===== config.mk =====
export PLATFORM = sky130hd
export DESIGN_NAME = canvas_painter
export DESIGN_NICKNAME = d
export VERILOG_FILES = /design/src/rtl/canvas_painter_pkg.sv /design/src/rtl/canvas_clear_sweep.sv /design/src/rtl/canvas_painter.sv
export SDC_FILE = /design/constraint.sdc
export NUM_CORES = 1
export LEC_CHECK = 0
export BUFFER_PORTS_ARGS = -buffer_cell sky130_fd_sc_hd__buf_2
export CAP_MARGIN = 15
export CORE_ASPECT_RATIO = 0.75
export CORE_MARGIN = 4
export CORE_UTILIZATION = 40
export DETAILED_ROUTE_END_ITERATION = 6
export SYNTH_ARGS = -nofsm -noshare
export SYNTH_HDL_FRONTEND = slang
export SYNTH_SLANG_ARGS = --single-unit

===== constraint.sdc =====
create_clock -name clk -period 2.4 [get_ports clk]
set_input_delay 0.48 -clock clk [delete_from_list [all_inputs] [get_ports clk]]
set_output_delay 0.48 -clock clk [all_outputs]
set_load 0.01 [all_outputs]

===== src/rtl/canvas_painter_pkg.sv =====
// Whiteboard geometry, pen levels and painter FSM encoding
// shared by the canvas painter and its clear sweep.
package canvas_painter_pkg;

    localparam int H_CELLS = 80;
    localparam int V_CELLS = 60;
    localparam int ADDR_W  = 13;
    localparam int N_CELLS = H_CELLS * V_CELLS;
    localparam int X_W     = 7;
    localparam int Y_W     = 6;

    localparam logic PEN_DRAW  = 1'b1;
    localparam logic PEN_ERASE = 1'b0;

    typedef enum logic [1:0] {
        SWEEP = 2'd0,
        HOLD  = 2'd1,
        IDLE  = 2'd2
    } state_t;

    typedef struct packed {
        logic [X_W-1:0] x;
        logic [Y_W-1:0] y;
        logic           colour;
    } pen_t;

endpackage


===== src/rtl/canvas_clear_sweep.sv =====
// Framebuffer clear sweep: walks every cell address once
// and flags the final address with a one-cycle done pulse.
module canvas_clear_sweep
    import canvas_painter_pkg::*;
(
    input  logic              clk,
    input  logic              reset_n,
    input  logic              start,
    output logic              active,
    output logic [ADDR_W-1:0] addr,
    output logic              last,
    output logic              done
);

    assign last = active && (addr == ADDR_W'(N_CELLS - 1));

    always_ff @(posedge clk or negedge reset_n) begin
        if (!reset_n) begin
            addr   <= '0;
            active <= 1'b1;
            done   <= 1'b0;
        end else begin
            done <= last;
            if (start) begin
                addr   <= '0;
                active <= 1'b1;
            end else if (last) begin
                addr   <= '0;
                active <= 1'b0;
            end else if (active) begin
                addr <= addr + 1'b1;
            end
        end
    end

endmodule


===== src/rtl/canvas_painter.sv =====
// Turns cursor position and pen colour into single-pixel framebuffer
// writes; clears the whole board after reset and on request.
module canvas_painter
    import canvas_painter_pkg::*;
(
    input  logic              clk,
    input  logic              reset_n,
    input  logic [X_W-1:0]    horizontal_cursor_position,
    input  logic [Y_W-1:0]    vertical_cursor_position,
    input  logic              should_pixel_be_black_or_white,
    input  logic              is_running,
    input  logic              clear,
    output logic              fb_wr_en,
    output logic [ADDR_W-1:0] fb_wr_addr,
    output logic              fb_wr_data,
    output logic              busy,
    output logic              clear_done
);

    state_t            state, state_nx;
    pen_t              cur, last_pen;
    logic              last_valid;
    logic              sw_start, sw_active, sw_last, sw_done;
    logic [ADDR_W-1:0] sw_addr;
    logic [ADDR_W-1:0] paint_addr;
    logic              in_range, paint_ok, paint;
    logic              wr_en_d, wr_data_d, busy_d;
    logic [ADDR_W-1:0] wr_addr_d;

    canvas_clear_sweep u_sweep (
        .clk     (clk),
        .reset_n (reset_n),
        .start   (sw_start),
        .active  (sw_active),
        .addr    (sw_addr),
        .last    (sw_last),
        .done    (sw_done)
    );

    assign cur.x      = horizontal_cursor_position;
    assign cur.y      = vertical_cursor_position;
    assign cur.colour = should_pixel_be_black_or_white;

    // y*80 as shift-and-add
    assign paint_addr = (ADDR_W'(cur.y) << 6) + (ADDR_W'(cur.y) << 4)
                      + ADDR_W'(cur.x);

    assign in_range = (cur.x < X_W'(H_CELLS)) && (cur.y < Y_W'(V_CELLS));
    assign paint_ok = is_running && in_range
                   && (!last_valid || (cur != last_pen));

    always_comb begin
        state_nx  = state;
        sw_start  = 1'b0;
        paint     = 1'b0;
        wr_en_d   = 1'b0;
        wr_addr_d = fb_wr_addr;
        wr_data_d = fb_wr_data;
        busy_d    = 1'b1;
        unique case (state)
            SWEEP: begin
                wr_en_d   = sw_active;
                wr_addr_d = sw_addr;
                wr_data_d = PEN_ERASE;
                if (sw_last)
                    state_nx = clear ? HOLD : IDLE;
            end
            HOLD: begin
                if (!clear)
                    state_nx = IDLE;
            end
            IDLE: begin
                busy_d = 1'b0;
                if (clear) begin
                    state_nx = SWEEP;
                    sw_start = 1'b1;
                    busy_d   = 1'b1;
                end else if (paint_ok) begin
                    paint     = 1'b1;
                    wr_en_d   = 1'b1;
                    wr_addr_d = paint_addr;
                    wr_data_d = cur.colour;
                end
            end
            default: state_nx = SWEEP;
        endcase
    end

    always_ff @(posedge clk or negedge reset_n) begin
        if (!reset_n) begin
            state      <= SWEEP;
            fb_wr_en   <= 1'b0;
            fb_wr_addr <= '0;
            fb_wr_data <= 1'b0;
            busy       <= 1'b1;
            clear_done <= 1'b0;
            last_valid <= 1'b0;
            last_pen   <= '0;
        end else begin
            state      <= state_nx;
            fb_wr_en   <= wr_en_d;
            fb_wr_addr <= wr_addr_d;
            fb_wr_data <= wr_data_d;
            busy       <= busy_d;
            clear_done <= sw_done;
            // the tuple is only trusted while idling
            if (state != IDLE) begin
                last_valid <= 1'b0;
            end else if (paint) begin
                last_valid <= 1'b1;
                last_pen   <= cur;
            end
        end
    end

endmodule

## Word level (Yosys, flattened, before mapping)

Cells that the tools add are included.

- Flip-flop bits (word level): 49
- Output and inout bits: 17
- Logic and storage cells: 68

- Add/sub/neg operators: 3
- $lt $le $gt $ge: 2
- Equality and inequality tests: 10
- Mux-type cells: 25
- Bitwise operators: 1
- Reduce and logical (&&, ||, !) cells: 14

Operator list:

| operator | number |
|---|---|
| 2-to-1 mux 13 bit | 5 |
| one-hot mux 13 bit (2 select lines) | 1 |
| != test 14 bit | 1 |
| adder 12 x 10 -> 13 bit | 1 |
| adder 13 x 1 -> 13 bit, second input constant | 1 |
| adder 13 x 7 -> 13 bit | 1 |
| == test 13 bit, second input constant | 1 |
| 2-to-1 mux 1 bit | 12 |
| != test 2 bit, second input constant | 5 |
| 2-to-1 mux 2 bit | 4 |
| less-than comparator 7 bit, second input constant | 1 |
| less-than comparator 6 bit, second input constant | 1 |
| one-hot mux 2 bit (3 select lines) | 1 |
| AND reduction 3 bit | 2 |
| nonzero test 2 bit | 3 |
| logical AND 1 bit | 4 |
| one-hot mux 1 bit (2 select lines) | 2 |
| nonzero test 3 bit | 1 |
| == test 2 x 1 -> 1 bit, second input constant | 1 |
| == test 2 bit, second input constant | 1 |
| logical NOT 2 bit | 1 |
| != test 2 x 1 -> 1 bit, second input constant | 1 |
| AND reduction 2 bit | 1 |
| logical NOT 1 bit | 1 |
| 2 further kinds | 2 |

## Longest topological paths before layout

Gate-level depths: netlist (run 1).

- Depth in word-level cells: 9
- Depth in mapped cells: 10

## Cells and area by module

From an unflattened synthesis (run 1), not the netlist that was laid out.

- Cells, all modules: 269
- Area total of the unflattened synthesis: 2791.4 sq um

Modules (own cells, without submodules):

| module | times used | cells each | area an instance (sq um) | seq. area each (sq um) |
|---|---|---|---|---|
| canvas_painter | 1 | 184 | 1955.6 | 852.1 |
| canvas_clear_sweep | 1 | 85 | 835.8 | 376.6 |

## Worst setup path before layout (run 1)

Ideal clock, no wire load.

- Path kind: in2reg
- From: in horizontal_cursor_position[6]
- To: reg fb_wr_addr[10]
- Library setup time: 126 ps
- Data arrival time: 2326 ps
- Data required time: 2274 ps
- Slack: -52 ps
- Stages on the path: 10
- Path buffers: 0
- Cells stage by stage: inv_1 > fa_1 > inv_1 > ha_1 > a211oi_1 > nor2_1 > o21a_1 > nor3_1 > nor2_1 > a221o_1

- Longest elaborated chain between the ends: 6
- Elaborated cells on any way between the ends: 12

Ends and longest elaborated chain:

| element | RTL line | text |
|---|---|---|
| from (decl) | canvas_painter.sv:8 | `input logic [X_W-1:0] horizontal_cursor_position,` |
| branches (longest 6 deep; another with adder 13 x 7 -> 13 bit) | - |  |
| to (signal assigned) | canvas_painter.sv:102 | `fb_wr_addr <= wr_addr_d;` |
| to (decl) | canvas_painter.sv:14 | `output logic [ADDR_W-1:0] fb_wr_addr,` |

Several ways; the timed one is not identified. The select of a mux whose other input is x is not followed.
A chain may end at the register's enable or synchronous reset.

## Final worst setup path (run 1)

Ends and elaborated chain as after synthesis.

==> summary.md, run 1 <==
| Metric | Value |
|---|---|
| Status | `finished, final reports clean` |
| Grt ovf | `0` |
| Final setup viols | `0` |
| Dpl hpwl | `4135 um` |
| H-tree depth | `2` |
| Io pins | `35` |
| Die H | `79.45 um` |
| Critical path required time | `2.59 ns` |
| Leakage power | `1.564 nW` |
| Crit path arrival time | `2.49 ns` |
| Period minus WS final | `2.299 ns` |
| Syn_nets | `275` |
| Final ANT Viol Nets | `0` |
| Post-synthesis simple-gate area fraction | `15.12%` |
| Met2 routed WL | `2368 um` |
| Syn_area_per_cell | `11.20 um^2` |
| Part of the Yosys area used for sequential elements | `45.13%` |
| CTS tree | `done` |
| # diodes | `0` |
| Final Hold Fails | `0` |
| Yosys warns | `0` |
| Die width | `103.3 um` |
| # rows | `25` |
| Slew of the pin with the lowest slew margin | `0.6300 ns` |
| Drc violations | `0` |
| Initial Utilization | `42.25%` |
| Post-synthesis adder-cell area fraction | `6.985%` |
| Wire length per cell | `14.55 um` |
| Max Clock Skew | `0.008687 ns` |
| GRT Util Overall | `14.68%` |
| Area Growth Syn to Fin | `18.93%` |
| Clock Latency Late Sink | `0.31 ns` |
| Highest Clock Rate | `435.0 MHz` |
| Die area | `8204 um^2` |
| Number of global-route vias before repair | `1848` |
| Most frequent cells in the layout | `dfrtp_1 (47), buf_2 (32), nand2_1 (29), nor2_1 (22), buf_4 (21)` |
| Cells after Synth | `243` |
| Routed WL | `5529 um` |
| Final core utilization | `50.25%` |
| Clock-pin slew on the worst setup and hold paths | `0.09 ns` |
| Synthesized flop and latch total | `49` |
| Num Clock Sinks | `49` |
| WL met1 | `2947 um` |
| Total CTS buffers | `5` |
| Setup TNS | `0 ns` |
| Via count | `1872` |
| Largest net degree at the start of global routing | `50` |
| Routability Congestion | `0.7798` |
| Mapped Area | `2723 um^2` |
| Peak supply drop | `0.4135 mV` |
| Final max-slew violation count | `0` |
| WHS | `0.2670 ns` |
| Wire length on met3 | `191 um` |
| Share of layout cells above drive strength 1 | `35.45%` |
| 1st-iter DRT viols | `69` |
| Count of cell types in the netlist | `44` |
| Clock buffer depth | `2` |
| R2R Path Start | `u_sweep.active$_DFFE_PN1P_` |
| Max_slew headroom | `58.00%` |
| Final instance area | `3238 um^2` |
| Clk root buf | `clkbuf_8` |
| Hold buffer count at cts | `0` |
| PD cells | `641.8 nW/um^2` |
| Most common cell after layout, fill and taps aside | `dfrtp_1` |
| Main combinational cell family by area after synthesis | `simple AND/OR/NAND/NOR gates` |
| Multiplexer share of the synthesized area | `12.78%` |
| Critical path capture point type | `register` |
| Max-cap viol count | `0` |
| Beginning of the critical path | `horizontal_cursor_position[6]` |
| Vias per cell | `4.926` |
| Compound-Gate Fraction of Synth Area | `7.721%` |
| Final nets | `330` |
| First-pass GRT wire length | `9321 um` |
| Fin crit share | `95.80%` |
| Type of the worst setup path | `in -> reg` |
| Core Region | `6444 um^2` |
| Hold Crit Class | `in -> async` |
| Crit path launch type | `primary input` |
| I/O Buffers | `34` |
| DP Area | `3115 um^2` |
| Initial antenna violation count | `0` |
| Synth Area in XOR/XNOR | `8.686%` |
| Top Metal Used | `met4` |
| Crit-path max FO | `2` |
| Pre-antenna DRT Iters | `4` |
power breakdown:
group	internal [mW]	total (mW)	leakage, nW	switching [mW]
combinational	0.280	0.518	0.883	0.238
clock	0.207	0.497	0.0445	0.290
sequential	0.951	1.06	0.636	0.112
total	1.44	2.08	1.56	0.640
synthesized netlist by cell type, drive strengths merged:
| master | number | area (um^2) |
|---|---|---|
| and2 | 2 | 12.51 |
| nor2 | 23 | 88.84 |
| xnor2 | 17 | 148.9 |
| fa | 2 | 40.04 |
| nor4b | 1 | 8.760 |
| clkbuf | 2 | 7.510 |
| mux2 | 25 | 337.8 |
| xor2 | 10 | 87.58 |
| a221o | 1 | 10.01 |
| a22o | 1 | 10.01 |
| nand4 | 9 | 62.56 |
| o211a | 1 | 10.01 |
| a21o | 2 | 15.01 |
| nand2b | 3 | 18.77 |
| dfstp | 2 | 52.55 |
| a21oi | 1 | 5.000 |
| nor3 | 6 | 35.03 |
| buf | 6 | 56.30 |
| nand4b | 1 | 8.760 |
| mux2i | 1 | 10.01 |
| nand3 | 2 | 10.01 |
| inv | 9 | 33.78 |
| and3 | 1 | 6.260 |
| nand2 | 29 | 108.9 |
| nor2b | 1 | 6.260 |
| or2 | 1 | 6.260 |
| nor4 | 1 | 21.27 |
| a211oi | 5 | 37.54 |
| nor3b | 1 | 7.510 |
| dfrtp | 47 | 1176 |
| o21ai | 7 | 35.03 |
| o31a | 1 | 8.760 |
| o31ai | 3 | 22.52 |
| ha | 12 | 150.1 |
| o21a | 5 | 37.54 |
| o21bai | 1 | 18.77 |
| and4b | 1 | 10.01 |
layer usage:
layer | GRT usage, % | vias up
met1 | 23.00 | 893
met5 | 0 | -
met2 | 20.36 | 27
met4 | 2.329 | 0
met3 | 3.930 | 2
li1 | - | 950
what timing repair did:
action	4_1_cts	5_1_grt
gates resized for setup	0	8
setup buffers	0	0
endpoints found under the setup margin	0	2
worst paths after layout:
path | slack, ns | endpoint | cells past startpoint
setup / recovery | 0.10 | fb_wr_addr[10]$_DFFE_PN0P_ | 11
hold / removal | 0.27 | u_sweep.addr[7]$_DFFE_PN0P_ | 2
setup reg to reg | 0.33 | u_sweep.addr[12]$_DFFE_PN0P_ | 7
hold reg to reg | 0.36 | clear_done$_DFF_PN0_ | 0
max in group asynchronous | 1.71 | fb_wr_addr[4]$_DFFE_PN0P_ | 2
min in group clk | 0.36 | clear_done$_DFF_PN0_ | 0
layout make-up:
cell class | count | area, um^2
Multi-Input combinational cell | 177 | 1424
Fill cell | 589 | 3206
Tap cell | 81 | 101.3
Clock inverter | 3 | 21.27
Inverter | 9 | 33.78
Timing Repair Buffer | 56 | 360.3
Clock buffer | 5 | 68.82
Sequential cell | 49 | 1229
stage by stage:
stage,instances,power (mW),setup WS (ns)
after global placement,372,1.584,-0.1875
after CTS,380,2.105,0.06269
final,380,2.078,0.1009
after floorplan,243,1.388,-0.02360
after global routing,380,2.231,-0.006199
after detailed placement,372,1.593,-0.2298
sequential cells by signal (all words and copies together), names as in the netlist:
name / flops
last_pen: 14
u_sweep.addr: 13
u_sweep.active: 1
u_sweep.done: 1
fb_wr_addr: 13
clear_done: 1
fb_wr_data: 1
busy: 1
last_valid: 1
state: 2
fb_wr_en: 1
worst max-delay path: stages:
cell and delay [ns]:
buf_6 0.07, inv_2 0.03, fa_2 0.60, inv_2 0.05, ha_4 0.21, a211oi_2 0.21, nor2_1 0.09, o21a_1 0.21
nor3_2 0.15, nor2_1 0.07, a221o_1 0.32
cells by family (layout without fill, tap and decap cells):
group           Yosys count  in the layout
compound gates           28             28
flops                    49             49
mux                      26             26
fa+ha+maj                14             14
simple gates             82             82
xor+xnor                 27             27
buf+inv                  17             73
Power figures use the tool's default switching activity.
==> inputs of run 2 (changes only) <==
CORE_UTILIZATION = 58   (was 40)
PLACE_DENSITY = 0.8   (was default)
==> run 2 against run 1 <==
Non-clock buffer count down 3. Core utilization up 20 points. Die area is 29% lower. Critical path depth is the same. Sequential share of layout area rose by 0.82 points. Combinational power about the same. First-iteration DRC count down 20%. Final area shrank 2.1%. Setup slack gained 0.0082 ns.
==> summary.md, run 2 (synthesized netlist as in run 1, its figures left out) <==
| Metric | Value |
|---|---|
| Grt ovf | `0 (unchanged)` |
| GRT Util Overall | `20.16% (+5.5 points)` |
| Via count | `1910 (+2.0%)` |
| Die area | `5866 um^2 (-29%)` |
| Wire length per cell | `15.29 um (+5.1%)` |
| DP Area | `3075 um^2 (-1.3%)` |
| CTS tree | `done` |
| Most frequent cells in the layout | `dfrtp_1 (47), buf_2 (34), nand2_1 (29), nor2_1 (22)` |
| Largest net degree at the start of global routing | `27 (-46%)` |
| Dpl hpwl | `4158 um (+0.57%)` |
| Crit-path max FO | `2 (unchanged)` |
| # fillers | `336 (-43%)` |
| Peak supply drop | `0.4943 mV (+20%)` |
| Critical path required time | `2.59 ns (about the same)` |
| Top flop regs | `last_pen: 14 flops, fb_wr_addr: 13 flops, u_sweep.addr: 13 flops` |
| Final Hold Fails | `0 (unchanged)` |
| Routed WL | `5399 um (-2.4%)` |
| Io pins | `35 (unchanged)` |
| Drc violations | `0 (unchanged)` |
| PD cells | `649.3 nW/um^2 (+1.2%)` |
| Fin crit share | `95.45% (-0.34 points)` |
| Initial Utilization | `60.60% (+18 points)` |
| Clock buffer depth | `2 (unchanged)` |
| Top reg by flops | `last_pen` |
| I/O Buffers | `34 (unchanged)` |
| Final ANT Viol Nets | `0 (unchanged)` |
| Initial antenna violation count | `0 (unchanged)` |
| Max-cap viol count | `0 (unchanged)` |
| # diodes | `0 (unchanged)` |
| First-pass GRT wire length | `9142 um (-1.9%)` |
| Type of the worst setup path | `in -> reg` |
| 1st-iter DRT viols | `55 (-20%)` |
| Final nets | `327 (-0.91%)` |
| Area Growth Syn to Fin | `16.41%` |
| Die width | `87.12 um (-16%)` |
| Num Clock Sinks | `49 (unchanged)` |
| Delay-heaviest family, CP | `adder cells` |
| Routability Congestion | `0.8114 (+4.1%)` |
| Reg2reg end | `fb_wr_addr[1]$_DFFE_PN0P_` |
| Number of flip-flops in the largest register | `14 (unchanged)` |
| Worst Path Buf+Inv | `3 (unchanged)` |
| Worst Reg-to-Reg Cells | `7 (unchanged)` |
| Leakage power | `1.553 nW (-0.72%)` |
| Pre-antenna DRT Iters | `4 (unchanged)` |
| Crit path capture | `fb_wr_addr[10]$_DFFE_PN0P_` |
| # rows | `21 (-16%)` |
| Die H | `67.34 um (-15%)` |
| R2R setup slack | `0.30 ns (-0.03 ns)` |
| Slew of the pin with the lowest slew margin | `0.6285 ns (-0.001524 ns)` |
| Max Clock Skew | `0.006064 ns (-0.002623 ns)` |
| Clk root buf | `clkbuf_8` |
| RSZ-0062 raised after global routing | `no` |
| R2R Path Start | `last_pen[6]$_DFFE_PN0P_` |
| PnR Total Power | `2.058 mW (-0.99%)` |
| Fin worst setup slack | `0.1092 ns (+0.008249 ns)` |
| Crit-path max cell delay | `0.60 ns (about the same)` |
| Crit path launch type | `primary input` |
| H-tree depth | `2 (unchanged)` |
| Setup TNS | `0 ns (unchanged)` |
| Final setup viols | `0 (unchanged)` |
| Most common cell after layout, fill and taps aside | `dfrtp_1` |
| Multi-input logic area | `1411 um^2 (-0.88%)` |
| Worst path cell trace | `buf_2 > inv_1 > fa_1 > inv_1 > ha_1 > a211oi_2 > nor2_1 > o21a_1 > nor3_2 > nor2_1 > a221o_1` |
| Period minus WS final | `2.291 ns (-0.008249 ns)` |
| Number of global-route vias before repair | `1958 (+6.0%)` |
| Clock Latency Late Sink | `0.30 ns (about the same)` |
| Slowest cell on the critical path | `fa_1` |
| Critical path depth | `11 (unchanged)` |
| Register Area | `1229 um^2 (unchanged)` |
| Beginning of the critical path | `horizontal_cursor_position[6]` |
| Clock-pin slew on the worst setup and hold paths | `0.09 ns (about the same)` |
| Setup WS pre-CTS | `-0.2442 ns (-0.01440 ns)` |
| Core Region | `4493 um^2 (-30%)` |
| Final max-slew violation count | `0 (unchanged)` |
| Crit path arrival time | `2.48 ns (about the same)` |
| Critical path capture point type | `register` |
| Hold buffer count at cts | `0 (unchanged)` |
| Highest Clock Rate | `436.5 MHz (+0.36%)` |
| Vias per cell | `5.411 (+9.8%)` |
| Share of layout cells above drive strength 1 | `33.45% (-2.0 points)` |
| Max_slew headroom | `58.10% (+0.10 points)` |
| Final instance area | `3169 um^2 (-2.1%)` |
| Hold Crit Class | `in -> async` |
| Status | `finished, final reports clean` |
| Total CTS buffers | `5 (unchanged)` |
-- run 2: worst reg2reg max path: stages, from the launching register on --
cell and delay [ns]:
dfrtp_1 0.40, xnor2_1 0.23, nand4_2 0.17, nor4_4 0.39
nor2_2 0.11, o21bai_4 0.15, buf_4 0.19, mux2_2 0.34
-- run 2: stage by stage --
step | utilization [%] | std cells | hold WS [ns]
after detailed placement | 68.45 | 345 | 0.3379
after global placement | 68.45 | 345 | 0.3356
after floorplan | - | 243 | 0.1844
after CTS | 70.37 | 353 | 0.2036
after global routing | 70.54 | 353 | 0.2336
final | 70.54 | 353 | 0.1904
-- run 2: power by group --
group	leakage [nW]	internal (mW)	switching, mW
combinational	0.872	0.274	0.241
clock	0.0439	0.202	0.275
sequential	0.636	0.951	0.114
-- run 2: per-layer routing --
layer  vias up  global-route usage (%)  part of all wire, %
met5         -                       0                    0
met4         0                   5.747                  1.2
met3         7                   4.146                  3.4
met2        30                   32.77                   46
met1       930                   27.55                   50
li1        943                       -                    -
-- run 2: worst min path at each step --
stage | startpoint | to | slack (ns) | cells after the start
2_1_floorplan | reset_n | clear_done$_DFF_PN0_ | 0.18 | 0
5_1_grt | reset_n | last_valid$_DFFE_PN0P_ | 0.23 | 1
3_3_place_gp | u_sweep.done$_DFF_PN0_ | clear_done$_DFF_PN0_ | 0.34 | 0
4_1_cts | reset_n | last_pen[3]$_DFFE_PN0P_ | 0.20 | 1
3_5_place_dp | u_sweep.done$_DFF_PN0_ | clear_done$_DFF_PN0_ | 0.34 | 0
6_report | reset_n | last_pen[3]$_DFFE_PN0P_ | 0.19 | 1
-- run 2: cell type report --
type,instances,share of cell area (%)
multi-input combinational,177,44.53
sequential,49,38.77
timing repair buffer,53,10.66
tap,57,2.250
clock buffer,5,2.171
inverter,9,1.066
clock inverter,3,0.5527
-- run 2: timing repair --
item | 4_1_cts | 5_1_grt
setup endpoints to repair | 0 | 3
buffers inserted | 0 | 0
resized for setup | 0 | 3
==> inputs of run 3 (changes only) <==
CORE_MARGIN = 5   (was 4)
==> run 3 against run 2 <==
Flip-flop and latch count unchanged. Combinational power grew 2%. Clock power is 3% higher. Non-clock buffer count increased by 1. Sequential share of layout area shrank 0.12 points. Largest cell class unchanged. Largest power group unchanged.
==> summary.md, run 3 (synthesized netlist as in run 1, its figures left out) <==
| Metric | Value |
|---|---|
| Clock Latency Late Sink | `0.31 ns (about the same)` |
| Slowest cell on the critical path | `fa_1` |
| Crit path arrival time | `2.48 ns (about the same)` |
| Core Region | `4493 um^2 (unchanged)` |
| Via count | `1974 (+3.4%)` |
| I/O Buffers | `34 (unchanged)` |
| H-tree depth | `2 (unchanged)` |
| Leakage power | `1.546 nW (-0.46%)` |
| Clk root buf | `clkbuf_8` |
| Switching share of power | `31.42% (+0.75 points)` |
| Routed WL | `5678 um (+5.2%)` |
| Number of flip-flops in the largest register | `14 (unchanged)` |
| Worst path cell trace | `buf_2 > inv_1 > fa_1 > inv_1 > ha_4 > a211oi_2 > nor2_1 > o21a_1 > o21a_1 > nor2_1 > a221o_1` |
| Crit-path max cell delay | `0.60 ns (about the same)` |
| Sequential power share | `51.5% (-0.3 points)` |
| Drc violations | `0 (unchanged)` |
| Top flop regs | `last_pen: 14 flops, fb_wr_addr: 13 flops, u_sweep.addr: 13 flops` |
| Final Hold Fails | `0 (unchanged)` |
| 1st-iter DRT viols | `88 (+60%)` |
| Non-filler cells, final | `354 (+0.28%)` |
| Highest Clock Rate | `439.0 MHz (+0.58%)` |
| Num Clock Sinks | `49 (unchanged)` |
| Initial Utilization | `60.60% (unchanged)` |
| Critical path required time | `2.60 ns (about the same)` |
| Die H | `69.34 um (+3.0%)` |
| Clock-pin slew on the worst setup and hold paths | `0.09 ns (about the same)` |
| Worst Path Buf+Inv | `3 (unchanged)` |
| Wire length per cell | `16.04 um (+4.9%)` |
| P_sw | `0.6567 mW (+4.1%)` |
| Clock buffer depth | `2 (unchanged)` |
| R2R setup slack | `0.24 ns (-0.06 ns)` |
| Most common cell after layout, fill and taps aside | `dfrtp_1` |
| Share of layout cells above drive strength 1 | `33.67% (+0.22 points)` |
| Post-CTS resize count | `0 (unchanged)` |
| Clock Power Share | `23.4% (+0.2 points)` |
| Largest net degree at the start of global routing | `35 (+30%)` |
| Combinational fraction of design power | `25.1% (about the same)` |
| Max_slew headroom | `49.53% (-8.6 points)` |
| Reg2reg end | `fb_wr_addr[0]$_DFFE_PN0P_` |
| P_int | `1.433 mW (+0.46%)` |
| Type of the worst setup path | `in -> reg` |
| Number of global-route vias before repair | `1997 (+2.0%)` |
| Dpl hpwl | `4309 um (+3.6%)` |
| Top reg by flops | `last_pen` |
| Period minus WS final | `2.278 ns (-0.01319 ns)` |
| Routability Congestion | `0.8020 (-1.2%)` |
| Cells after DPL | `346 (+0.29%)` |
| # diodes | `0 (unchanged)` |
| Critical path capture point type | `register` |
| Final setup viols | `0 (unchanged)` |
| Io pins | `35 (unchanged)` |
| Final max-slew violation count | `0 (unchanged)` |
| Fin crit share | `94.90% (-0.55 points)` |
| Final core utilization | `70.76% (+0.22 points)` |
| R2R Path Start | `last_pen[6]$_DFFE_PN0P_` |
| Post-CTS Setup Bufs | `0 (unchanged)` |
| # rows | `21 (unchanged)` |
| Beginning of the critical path | `horizontal_cursor_position[6]` |
| Worst Reg-to-Reg Cells | `7 (unchanged)` |
| Hold buffer count at cts | `0 (unchanged)` |
| Slew of the pin with the lowest slew margin | `0.7571 ns (+0.1286 ns)` |
| Final ANT Viol Nets | `0 (unchanged)` |
| Hold Crit Class | `in -> async` |
| Peak supply drop | `0.5227 mV (+5.7%)` |
| GRT Util Overall | `19.66% (-0.49 points)` |
| Grt ovf | `0 (unchanged)` |
| Max Clock Skew | `0.009249 ns (+0.003184 ns)` |
| Area Growth Syn to Fin | `16.77%` |
| Die area | `6179 um^2 (+5.3%)` |
| Die width | `89.12 um (+2.3%)` |
| Initial antenna violation count | `0 (unchanged)` |
| Delay-heaviest family, CP | `adder cells` |
| Crit-path max FO | `2 (unchanged)` |
| CTS tree | `done` |
| Crit path launch type | `primary input` |
| Status | `finished, final reports clean` |
| Most frequent cells in the layout | `dfrtp_1 (47), buf_2 (34), nand2_1 (29), nor2_1 (22), buf_4 (19)` |
| Final nets | `328 (+0.31%)` |
| # fillers | `344 (+2.4%)` |
| Vias per cell | `5.576 (+3.1%)` |
| Pre-antenna DRT Iters | `4 (unchanged)` |
| Total CTS buffers | `5 (unchanged)` |
| Max-cap viol count | `0 (unchanged)` |
| PD cells | `657.4 nW/um^2 (+1.2%)` |
| First-pass GRT wire length | `9577 um (+4.8%)` |
## run 3: changes by cell type in the layout (fill, tap and decap cells not counted), sizes merged
| cell | before | now |
|---|---|---|
| buf | 53 | 54 |
| clkbuf | 5 | 6 |
| clkinv | 2 | 0 |
| clkinvlp | 1 | 2 |
## run 3: metal layers
layer  up-vias  routed length (um)  track usage (%)
met5         -                   0                0
met4         0                  70            6.446
met3        10                 281            4.632
met2        46                2637            29.27
met1       978                2688            28.05
li1        940                   -                -
## run 3: power by group through the flow
stage	clock [mW]	combinational [mW]	sequential (mW)
final	0.489	0.524	1.08
after global routing	0.530	0.586	1.09
after CTS	0.502	0.522	1.07
after detailed placement	0	0.519	1.09
after global placement	0	0.496	1.08
after floorplan	0	0.305	1.08
## run 3: through the flow
step | area [um^2] | worst slack [ns] | power, mW | TNS (ns) | hold WS [ns]
floorplan | 2730 | -0.02360 | 1.388 | -0.02360 | 0.1844
global placement | 3070 | -0.1756 | 1.571 | -0.5184 | 0.3338
detailed placement | 3070 | -0.2230 | 1.606 | -0.8425 | 0.3397
CTS | 3158 | 0.07653 | 2.097 | 0 | 0.2535
global route | 3179 | -0.008469 | 2.210 | -0.008469 | 0.2862
finish | 3179 | 0.1223 | 2.090 | 0 | 0.2248
## run 3: cell type report
type	instances	area, um^2	share of cell area, %
inverters	9	33.78	1.063
clock buffers	6	72.57	2.283
clock inverters	2	15.01	0.4723
multi-input cells	177	1425	44.82
flip-flops and latches	49	1229	38.65
repair buffers	54	332.8	10.47
well taps	57	71.32	2.243
## run 3: worst max path at each step
stage	to	slack (ns)	cells after the start
2_1_floorplan	fb_wr_addr[10]$_DFFE_PN0P_	-0.02	10
3_3_place_gp	fb_wr_addr[10]$_DFFE_PN0P_	-0.18	11
3_5_place_dp	fb_wr_addr[10]$_DFFE_PN0P_	-0.22	11
4_1_cts	fb_wr_addr[12]$_DFFE_PN0P_	0.08	11
5_1_grt	fb_wr_addr[11]$_DFFE_PN0P_	-0.008	10
6_report	fb_wr_addr[10]$_DFFE_PN0P_	0.12	11
